### config.mk
export PLATFORM = sky130hd
export DESIGN_NAME = hnf_pocq_tracker
export DESIGN_NICKNAME = d
export VERILOG_FILES = /design/src/rtl/hnf_pocq_tracker.sv
export SDC_FILE = /design/constraint.sdc
export NUM_CORES = 2
export LEC_CHECK = 0
export BUFFER_PORTS_ARGS = -buffer_cell sky130_fd_sc_hd__buf_2
export CORE_ASPECT_RATIO = 1.4
export CORE_UTILIZATION = 45
export CTS_CLUSTER_DIAMETER = 120
export CTS_CLUSTER_SIZE = 25
export DETAILED_ROUTE_END_ITERATION = 6
export PLACE_DENSITY = 0.71
export SYNTH_ARGS = -nofsm -noshare
export SYNTH_HDL_FRONTEND = slang
export SYNTH_SLANG_ARGS = --single-unit
### constraint.sdc
create_clock -name clock -period 112.4 [get_ports clock]
set_input_delay 11.24 -clock clock [delete_from_list [all_inputs] [get_ports clock]]
set_output_delay 11.24 -clock clock [all_outputs]
set_load 0.1 [all_outputs]
### src/rtl/hnf_pocq_tracker.sv
// HN-F point-of-coherence queue: allocates RN requests, dispatches them round-robin and retires
// them on CompAck. Define HNF_POCQ_ADDR_HAZARD_EN to serialise same-line requests via SLEEP.
package hnf_pocq_pkg;
    localparam int unsigned ADDR_W = 44;

    typedef struct packed {
        logic [5:0]        opcode;
        logic [ADDR_W-1:0] addr;
        logic [6:0]        tgt_id;
        logic [6:0]        src_id;
        logic [7:0]        txn_id;
    } reqflit_t;

    typedef struct packed {
        logic [4:0] opcode;
        logic [6:0] tgt_id;
        logic [6:0] src_id;
        logic [7:0] txn_id;
    } rspflit_t;
endpackage

module hnf_pocq_tracker
    import hnf_pocq_pkg::*;
#(
    parameter int unsigned DEPTH = 16,
    parameter int unsigned LINE_OFF = 6,
    localparam int unsigned IDX_W = $clog2(DEPTH)
) (
    input  logic             clock,
    input  logic             reset,
    input  logic             req_valid,
    output logic             req_ready,
    input  reqflit_t         req_flit,
    output logic             dispatch_valid,
    input  logic             dispatch_ready,
    output reqflit_t         dispatch_flit,
    output logic [IDX_W-1:0] dispatch_idx,
    input  logic             mem_issued_v,
    input  logic [IDX_W-1:0] mem_issued_idx,
    input  logic             rsp_valid,
    input  rspflit_t         rsp_flit,
    output logic             retire_valid,
    output reqflit_t         retire_flit,
    output logic             rsp_miss,
    output logic [IDX_W:0]   occupancy,
    output logic             empty,
    output logic             full
);

    typedef enum logic [2:0] {StFree, StPend, StActive, StWaitAck, StSleep} state_e;

    state_e           state_q [DEPTH];
    state_e           state_d [DEPTH];
    reqflit_t         flit_q  [DEPTH];
    reqflit_t         flit_d  [DEPTH];
    logic             hold_q, hold_d;
    logic [IDX_W-1:0] hold_idx_q, hold_idx_d;
    logic [IDX_W-1:0] last_q, last_d;
    logic [IDX_W:0]   occupancy_q, occupancy_d;
    logic             empty_q, empty_d;
    logic             full_q, full_d;
    logic             retire_valid_q, retire_valid_d;
    reqflit_t         retire_flit_q, retire_flit_d;
    logic             rsp_miss_q, rsp_miss_d;

    logic             alloc;
    logic [IDX_W-1:0] alloc_idx;
    logic             ret_hit;
    logic [IDX_W-1:0] ret_idx;
    logic             rr_found;
    logic [IDX_W-1:0] rr_idx;
    logic [IDX_W-1:0] cand;
    logic [IDX_W-1:0] sel_idx;
    logic             accept;

    logic unused_rsp;
    assign unused_rsp = ^{rsp_flit.src_id, rsp_flit.opcode};

    // Lowest-index FREE entry and lowest-index matching WAIT_ACK entry.
    always_comb begin
        alloc_idx = '0;
        ret_hit   = 1'b0;
        ret_idx   = '0;
        for (int i = DEPTH - 1; i >= 0; i--) begin
            if (state_q[i] == StFree) begin
                alloc_idx = IDX_W'(i);
            end
            if (rsp_valid && state_q[i] == StWaitAck &&
                flit_q[i].txn_id == rsp_flit.txn_id && flit_q[i].src_id == rsp_flit.tgt_id) begin
                ret_hit = 1'b1;
                ret_idx = IDX_W'(i);
            end
        end
        alloc = req_valid && !full_q;
    end

    // Round-robin search starts just after the last granted index; k == DEPTH wraps onto it.
    always_comb begin
        rr_found = 1'b0;
        rr_idx   = '0;
        cand     = '0;
        for (int unsigned k = 1; k <= DEPTH; k++) begin
            cand = last_q + IDX_W'(k);
            if (!rr_found && state_q[cand] == StPend) begin
                rr_found = 1'b1;
                rr_idx   = cand;
            end
        end
    end

    assign sel_idx        = hold_q ? hold_idx_q : rr_idx;
    assign dispatch_valid = hold_q || rr_found;
    assign dispatch_idx   = dispatch_valid ? sel_idx : '0;
    assign dispatch_flit  = dispatch_valid ? flit_q[sel_idx] : '0;
    assign accept         = dispatch_valid && dispatch_ready;

`ifdef HNF_POCQ_ADDR_HAZARD_EN
    logic [IDX_W-1:0] blocker_q [DEPTH];
    logic [IDX_W-1:0] blocker_d [DEPTH];
    logic [DEPTH-1:0] is_blocker;
    logic             haz_hit;
    logic [IDX_W-1:0] haz_idx;

    // The youngest same-line entry is the chain tail: the one no sleeper is waiting on.
    always_comb begin
        is_blocker = '0;
        haz_hit    = 1'b0;
        haz_idx    = '0;
        for (int j = 0; j < DEPTH; j++) begin
            if (state_q[j] == StSleep) begin
                is_blocker[blocker_q[j]] = 1'b1;
            end
        end
        for (int i = 0; i < DEPTH; i++) begin
            if (state_q[i] != StFree && !(ret_hit && ret_idx == IDX_W'(i)) && !is_blocker[i] &&
                flit_q[i].addr[ADDR_W-1:LINE_OFF] == req_flit.addr[ADDR_W-1:LINE_OFF]) begin
                haz_hit = 1'b1;
                haz_idx = IDX_W'(i);
            end
        end
    end
`endif

    always_comb begin
        state_d = state_q;
        flit_d  = flit_q;
`ifdef HNF_POCQ_ADDR_HAZARD_EN
        blocker_d = blocker_q;
        for (int j = 0; j < DEPTH; j++) begin
            if (state_q[j] == StSleep && ret_hit && blocker_q[j] == ret_idx) begin
                state_d[j] = StPend;
            end
        end
`endif
        if (accept) begin
            state_d[sel_idx] = StActive;
        end
        if (mem_issued_v && state_q[mem_issued_idx] == StActive) begin
            state_d[mem_issued_idx] = StWaitAck;
        end
        if (ret_hit) begin
            state_d[ret_idx] = StFree;
        end
        if (alloc) begin
            flit_d[alloc_idx]  = req_flit;
            state_d[alloc_idx] = StPend;
`ifdef HNF_POCQ_ADDR_HAZARD_EN
            if (haz_hit) begin
                state_d[alloc_idx]   = StSleep;
                blocker_d[alloc_idx] = haz_idx;
            end
`endif
        end

        hold_d      = dispatch_valid && !dispatch_ready;
        hold_idx_d  = sel_idx;
        last_d      = accept ? sel_idx : last_q;
        occupancy_d = occupancy_q + {{IDX_W{1'b0}}, alloc} - {{IDX_W{1'b0}}, ret_hit};
        empty_d     = (occupancy_d == '0);
        full_d      = (occupancy_d == (IDX_W + 1)'(DEPTH));

        retire_valid_d = ret_hit;
        retire_flit_d  = ret_hit ? flit_q[ret_idx] : '0;
        rsp_miss_d     = rsp_valid && !ret_hit;
    end

    always_ff @(posedge clock or posedge reset) begin
        if (reset) begin
            for (int i = 0; i < DEPTH; i++) begin
                state_q[i] <= StFree;
                flit_q[i]  <= '0;
`ifdef HNF_POCQ_ADDR_HAZARD_EN
                blocker_q[i] <= '0;
`endif
            end
            hold_q         <= 1'b0;
            hold_idx_q     <= '0;
            last_q         <= '1;
            occupancy_q    <= '0;
            empty_q        <= 1'b1;
            full_q         <= 1'b0;
            retire_valid_q <= 1'b0;
            retire_flit_q  <= '0;
            rsp_miss_q     <= 1'b0;
        end else begin
            state_q        <= state_d;
            flit_q         <= flit_d;
`ifdef HNF_POCQ_ADDR_HAZARD_EN
            blocker_q      <= blocker_d;
`endif
            hold_q         <= hold_d;
            hold_idx_q     <= hold_idx_d;
            last_q         <= last_d;
            occupancy_q    <= occupancy_d;
            empty_q        <= empty_d;
            full_q         <= full_d;
            retire_valid_q <= retire_valid_d;
            retire_flit_q  <= retire_flit_d;
            rsp_miss_q     <= rsp_miss_d;
        end
    end

`ifndef SYNTHESIS
    always @(posedge clock) begin
        if (!reset && mem_issued_v && state_q[mem_issued_idx] != StActive) begin
            $error("mem_issued_v for entry %0d which is not ACTIVE", mem_issued_idx);
        end
    end
`endif

    assign req_ready    = !full_q;
    assign occupancy    = occupancy_q;
    assign empty        = empty_q;
    assign full         = full_q;
    assign retire_valid = retire_valid_q;
    assign retire_flit  = retire_flit_q;
    assign rsp_miss     = rsp_miss_q;

endmodule

After elaboration in Yosys (flattened, before gate mapping) --
Index checks and enable logic that the tools add are counted.
Cells by class: mux-type cells 156, equality and inequality tests 66, $lt $le $gt $ge 24, reductions and logical operators 108, add/sub/neg operators 17, bitwise logic cells 31
Operators by type and width (number):
- bitwise mux 1152 bit | 1
- binary-select mux 72 bit (select 4 bit) | 2
- 2-to-1 mux 72 bit | 7
- demux 72 bit (select 4 bit) | 1
- binary-select mux 3 bit (select 4 bit) | 17
- 2-to-1 mux 4 bit | 50
- 2-to-1 mux 48 bit | 4
- equality test 8 bit | 16
- 2-to-1 mux 3 bit | 38
- equality test 7 bit | 16
- greater-or-equal comparator 5 bit (second input constant) | 20
- NOT 4 -> 5 bit | 20
- logical AND 1 bit | 72
- bitwise AND 32 bit | 2
- NOT 32 bit | 2
- equality test 3 x 2 -> 1 bit (second input constant) | 17
- bitwise AND 48 bit | 1
- demux 3 bit (select 4 bit) | 4
- equality test 3 x 1 -> 1 bit (second input constant) | 16
- logical NOT 3 bit | 16
- NOT 48 bit | 1
- adder 4 bit (second input constant) | 8
- 2-to-1 mux 1 bit | 32
- OR 16 bit | 2
- other kinds (13) | 37
Storage, ports and cells: output and inout bits 159, logic and storage cells 511, input port bits 109, register bits 1290

Depth between registers and ports, before layout --
depth after elaboration 67, mapped depth 22, mapped depth without buffers 16

Least setup slack after synthesis --
Ideal clock, no wire load.
path kind flip-flop to output port, start point register last_q[1], end point output dispatch_flit[33] (netlist bit), stages on the path, launching flop included 22, required time 101.160 ns, arrival 6.981 ns, buffers on the path 6, setup slack 94.179 ns, path through dfstp_2 buf_2 inv_2 clkbuf_1 ha_1 inv_1 clkbuf_1 mux4_2 a22oi_1 mux2i_1 a21o_1 or4_4 nor3_1 a22oi_1 and3_1 buf_6 clkinv_4 nor2_2 buf_4 clkbuf_1 a32o_1 o311ai_1
RTL lines:
- start, declared | RTL line 58 | logic [IDX_W-1:0] last_q, last_d;
- start signal, assigned | RTL line 213 | last_q <= last_d;
- end, declared | RTL line 36 | output reqflit_t dispatch_flit,

==> results.txt <==
status - finished, violations left
failing checks - DRC
vias in the first global route - 63,370
Rows - 178
DRC viols - 1
mean post-synth cell area - 10.70 µm²
relative slew slack - 7.171%
share of post-route cells with drive strength above 1 - 26.54%
Worst Hold Path EP - flit_q[1036]$_DFFE_PP0P_
vias per std cell - 7.065
CP required - 101.16 ns
port bufs - 255
RSZ-0062 raised after global routing - no
Starting Density - 45.26%
Slew Limit Fails - 0
ys async rst share - 100.0%
critical path class - flip-flop to output port
commonest non-fill, non-tap cell in the layout - dfrtp_1
period utilisation layout - 19.23%
Worst Reg2Reg Path Length in Cells - 19
# fillers - 15,420
Min-Delay Path Depth - 1
DR pass1 iterations - 7
commonest cells after routing, fill and taps aside - dfrtp_1, mux2_2, nand3_1
final wirelength - 302,000 µm
Startpoint Class - flip-flop
Worst Tran Pin Value - 1.389 ns
final antenna-violating net count - 0
crit path DAT - 10.37 ns
Reg2Reg Setup Slack - 104.25 ns
GP Congestion - 1.042
die width - 349.3 µm
Clock Skews - 0.06518 ns
Routed WL per cell - 33.07 µm
Hold Fails Final Rpt - 0
via count - 64,520
count of cell types in the netlist - 108
max_cap viols - 0
Mapped Cells - 7,105
CTS buffer count - 58
Sink Count - 1,290
Main synth FF type - dfrtp_1
EDFF count, synth - 0
Post-CTS Setup Inserts - 0
setup violators final - 0
terminus of the critical flop-to-flop path - state_q[42]$_DFF_PP0_
sequential-to-total area share from yosys stat - 42.48%
count of nets after finishing - 6,968
Yosys warning count - 0
Fmax achieved - 0.04628 GHz
die area - 170,600 µm²
RR Startpoint - last_q[0]$_DFFE_PP1N_
crit end category - output port
TritonCTS clock tree - done
worst-skew pair later-pin latency - 0.80 ns
FF+latch count, synth - 1,290
initial antenna violation count - 49
Iter 0 DRT Violations - 8,331
Area Overhead vs Synth - 5.612%
Post-Syn Area - 76,010 µm²
H-Tree Depth - 2
crit path max fanout - 73
root buffer cell - clkbuf_16
post-cts gate resize count - 0
Setup Total Neg Slack - 0 ns
Die Y-Extent - 488.3 µm
minimum clock period - 21.61 ns
Worst-path clk slew - 0.11 ns
I/O Pins - 268
Overflow after GRT - 0
gr usage total - 34.48%
syn_nets - 7,228
Detailed Place HPWL - 179,900 µm
first-pass GRT wire length - 435,700 µm
CORE AREA - 167,900 µm²
HP Class - flip-flop to flip-flop
Clock Path Buffers - 3
Post-CTS Hold Buffers - 0
HP Start - flit_q[1036]$_DFFE_PP0P_
largest net degree at the start of global routing - 157
[synthesized netlist by cell type (all sizes together) (18+ instances only)]
library cell  instances  area, µm²
a21o                 21      157.7
nand3               599       2998
and2                 20      125.1
nor2                 80      326.6
nor3                 52      280.3
a221oi               18      157.7
a211oi               43      337.8
a221o                18      180.2
a21oi               167      835.8
mux2i               396       3968
mux4                 37      833.3
buf                 189      982.2
a32oi                75      664.4
clkbuf              522       1959
or3                  22      137.6
a32o                106       1061
dfrtp              1285      32160
nand2               395       1488
nor2b                40      250.2
nor3b                18      135.1
xor2                198       1742
o221ai               66      578.1
inv                 114      430.4
nor4                108      675.7
o21ai               368       1842
xnor2                59      524.3
o21a                 18      136.4
and3                 90      563.0
o211ai              192       1506
mux2               1290      14530
o2bb2ai              19      172.7
o2111ai              36      315.3
a2111oi              62      543.0
a2bb2oi              74      671.9
o311ai               46      402.9
nand4                52      325.3
[layer usage]
layer  GRT usage [%]  wire (µm)  vias to the layer above
li1                -          -                    26110
met1           43.42     110700                    32580
met2           53.41     134900                     4546
met3           7.473      33080                     1259
met4           22.46      23120                       28
met5               0        163                        -
[sequential cells by signal (all words and copies together) (netlist names)]
| signal | cells |
|---|---|
| retire_flit | 72 |
| flit_q | 1152 |
| hold_q | 1 |
| last_q | 4 |
| empty | 1 |
| full | 1 |
| hold_idx_q | 4 |
| state_q | 48 |
| rsp_miss | 1 |
| occupancy | 5 |
| retire_valid | 1 |
[area by class of cell]
class | instances | area [µm²] | area share (%)
clock buffer | 72 | 1525 | 1.900
clock inverter | 5 | 75.07 | 0.09352
timing repair buffer | 391 | 2372 | 2.955
inverter | 116 | 456.7 | 0.5689
antenna | 20 | 50.05 | 0.06235
tap | 2250 | 2815 | 3.507
sequential | 1290 | 32290 | 40.22
multi-input combinational | 4988 | 40690 | 50.69
[metrics by stage]
| step | std cells | worst slack, ns | util [%] | hold slack [ns] | area (µm²) |
|---|---|---|---|---|---|
| 6_report | 9132 | 90.79 | 47.80 | 0.5133 | 80270 |
| 5_1_grt | 9122 | 90.46 | 47.79 | 0.5278 | 80250 |
| 4_1_cts | 9112 | 90.97 | 47.77 | 0.5185 | 80220 |
| 3_5_place_dp | 9035 | 91.83 | 46.82 | 0.4951 | 78620 |
| 3_3_place_gp | 9035 | 91.88 | 46.82 | 0.4889 | 78620 |
| 2_1_floorplan | 7105 | 64.81 | - | 0.4807 | 76010 |
[worst max-delay path by stage]
| stage | cells past startpoint | startpoint | to |
|---|---|---|---|
| finish | 20 | last_q[0]$_DFFE_PP1N_ | dispatch_flit[23] |
| global route | 20 | last_q[0]$_DFFE_PP1N_ | dispatch_flit[31] |
| CTS | 20 | last_q[0]$_DFFE_PP1N_ | dispatch_flit[31] |
| detailed placement | 20 | last_q[0]$_DFFE_PP1N_ | dispatch_flit[31] |
| global placement | 20 | last_q[0]$_DFFE_PP1N_ | dispatch_flit[31] |
| floorplan | 1 | reset | flit_q[0]$_DFFE_PP0P_ |
[worst max-delay path: stages, from the launching register on]
cell and delay (ns):
dfstp_2 0.53, buf_4 0.47, inv_2 0.43, ha_1 0.43, buf_4 0.38, mux2i_1 0.14
mux4_2 0.55, and2_1 0.22, a32oi_2 0.47, nand2_1 0.25, nor3_1 0.57, a32o_1 0.33
o21a_4 0.47, buf_4 0.82, buf_4 0.75, buf_4 0.74, o21ai_0 0.16, nand3_1 0.13
a21oi_1 0.10, o311ai_1 0.86, buf_2 0.58
[cells by family after synthesis]
group | after synthesis | synth area share, %
DFF | 1290 | 42.48
muxes | 1723 | 25.43
and+or+nand+nor | 1543 | 10.36
adders and majority gates | 14 | 0.2404
AOI/OAI and AO/OA | 1451 | 14.06
buffers and inverters | 827 | 4.455
xor gates and xnor gates | 257 | 2.981
Power is not shown: default switching activity piles up to over one toggle a cycle in this logic, so the estimate is an artifact.
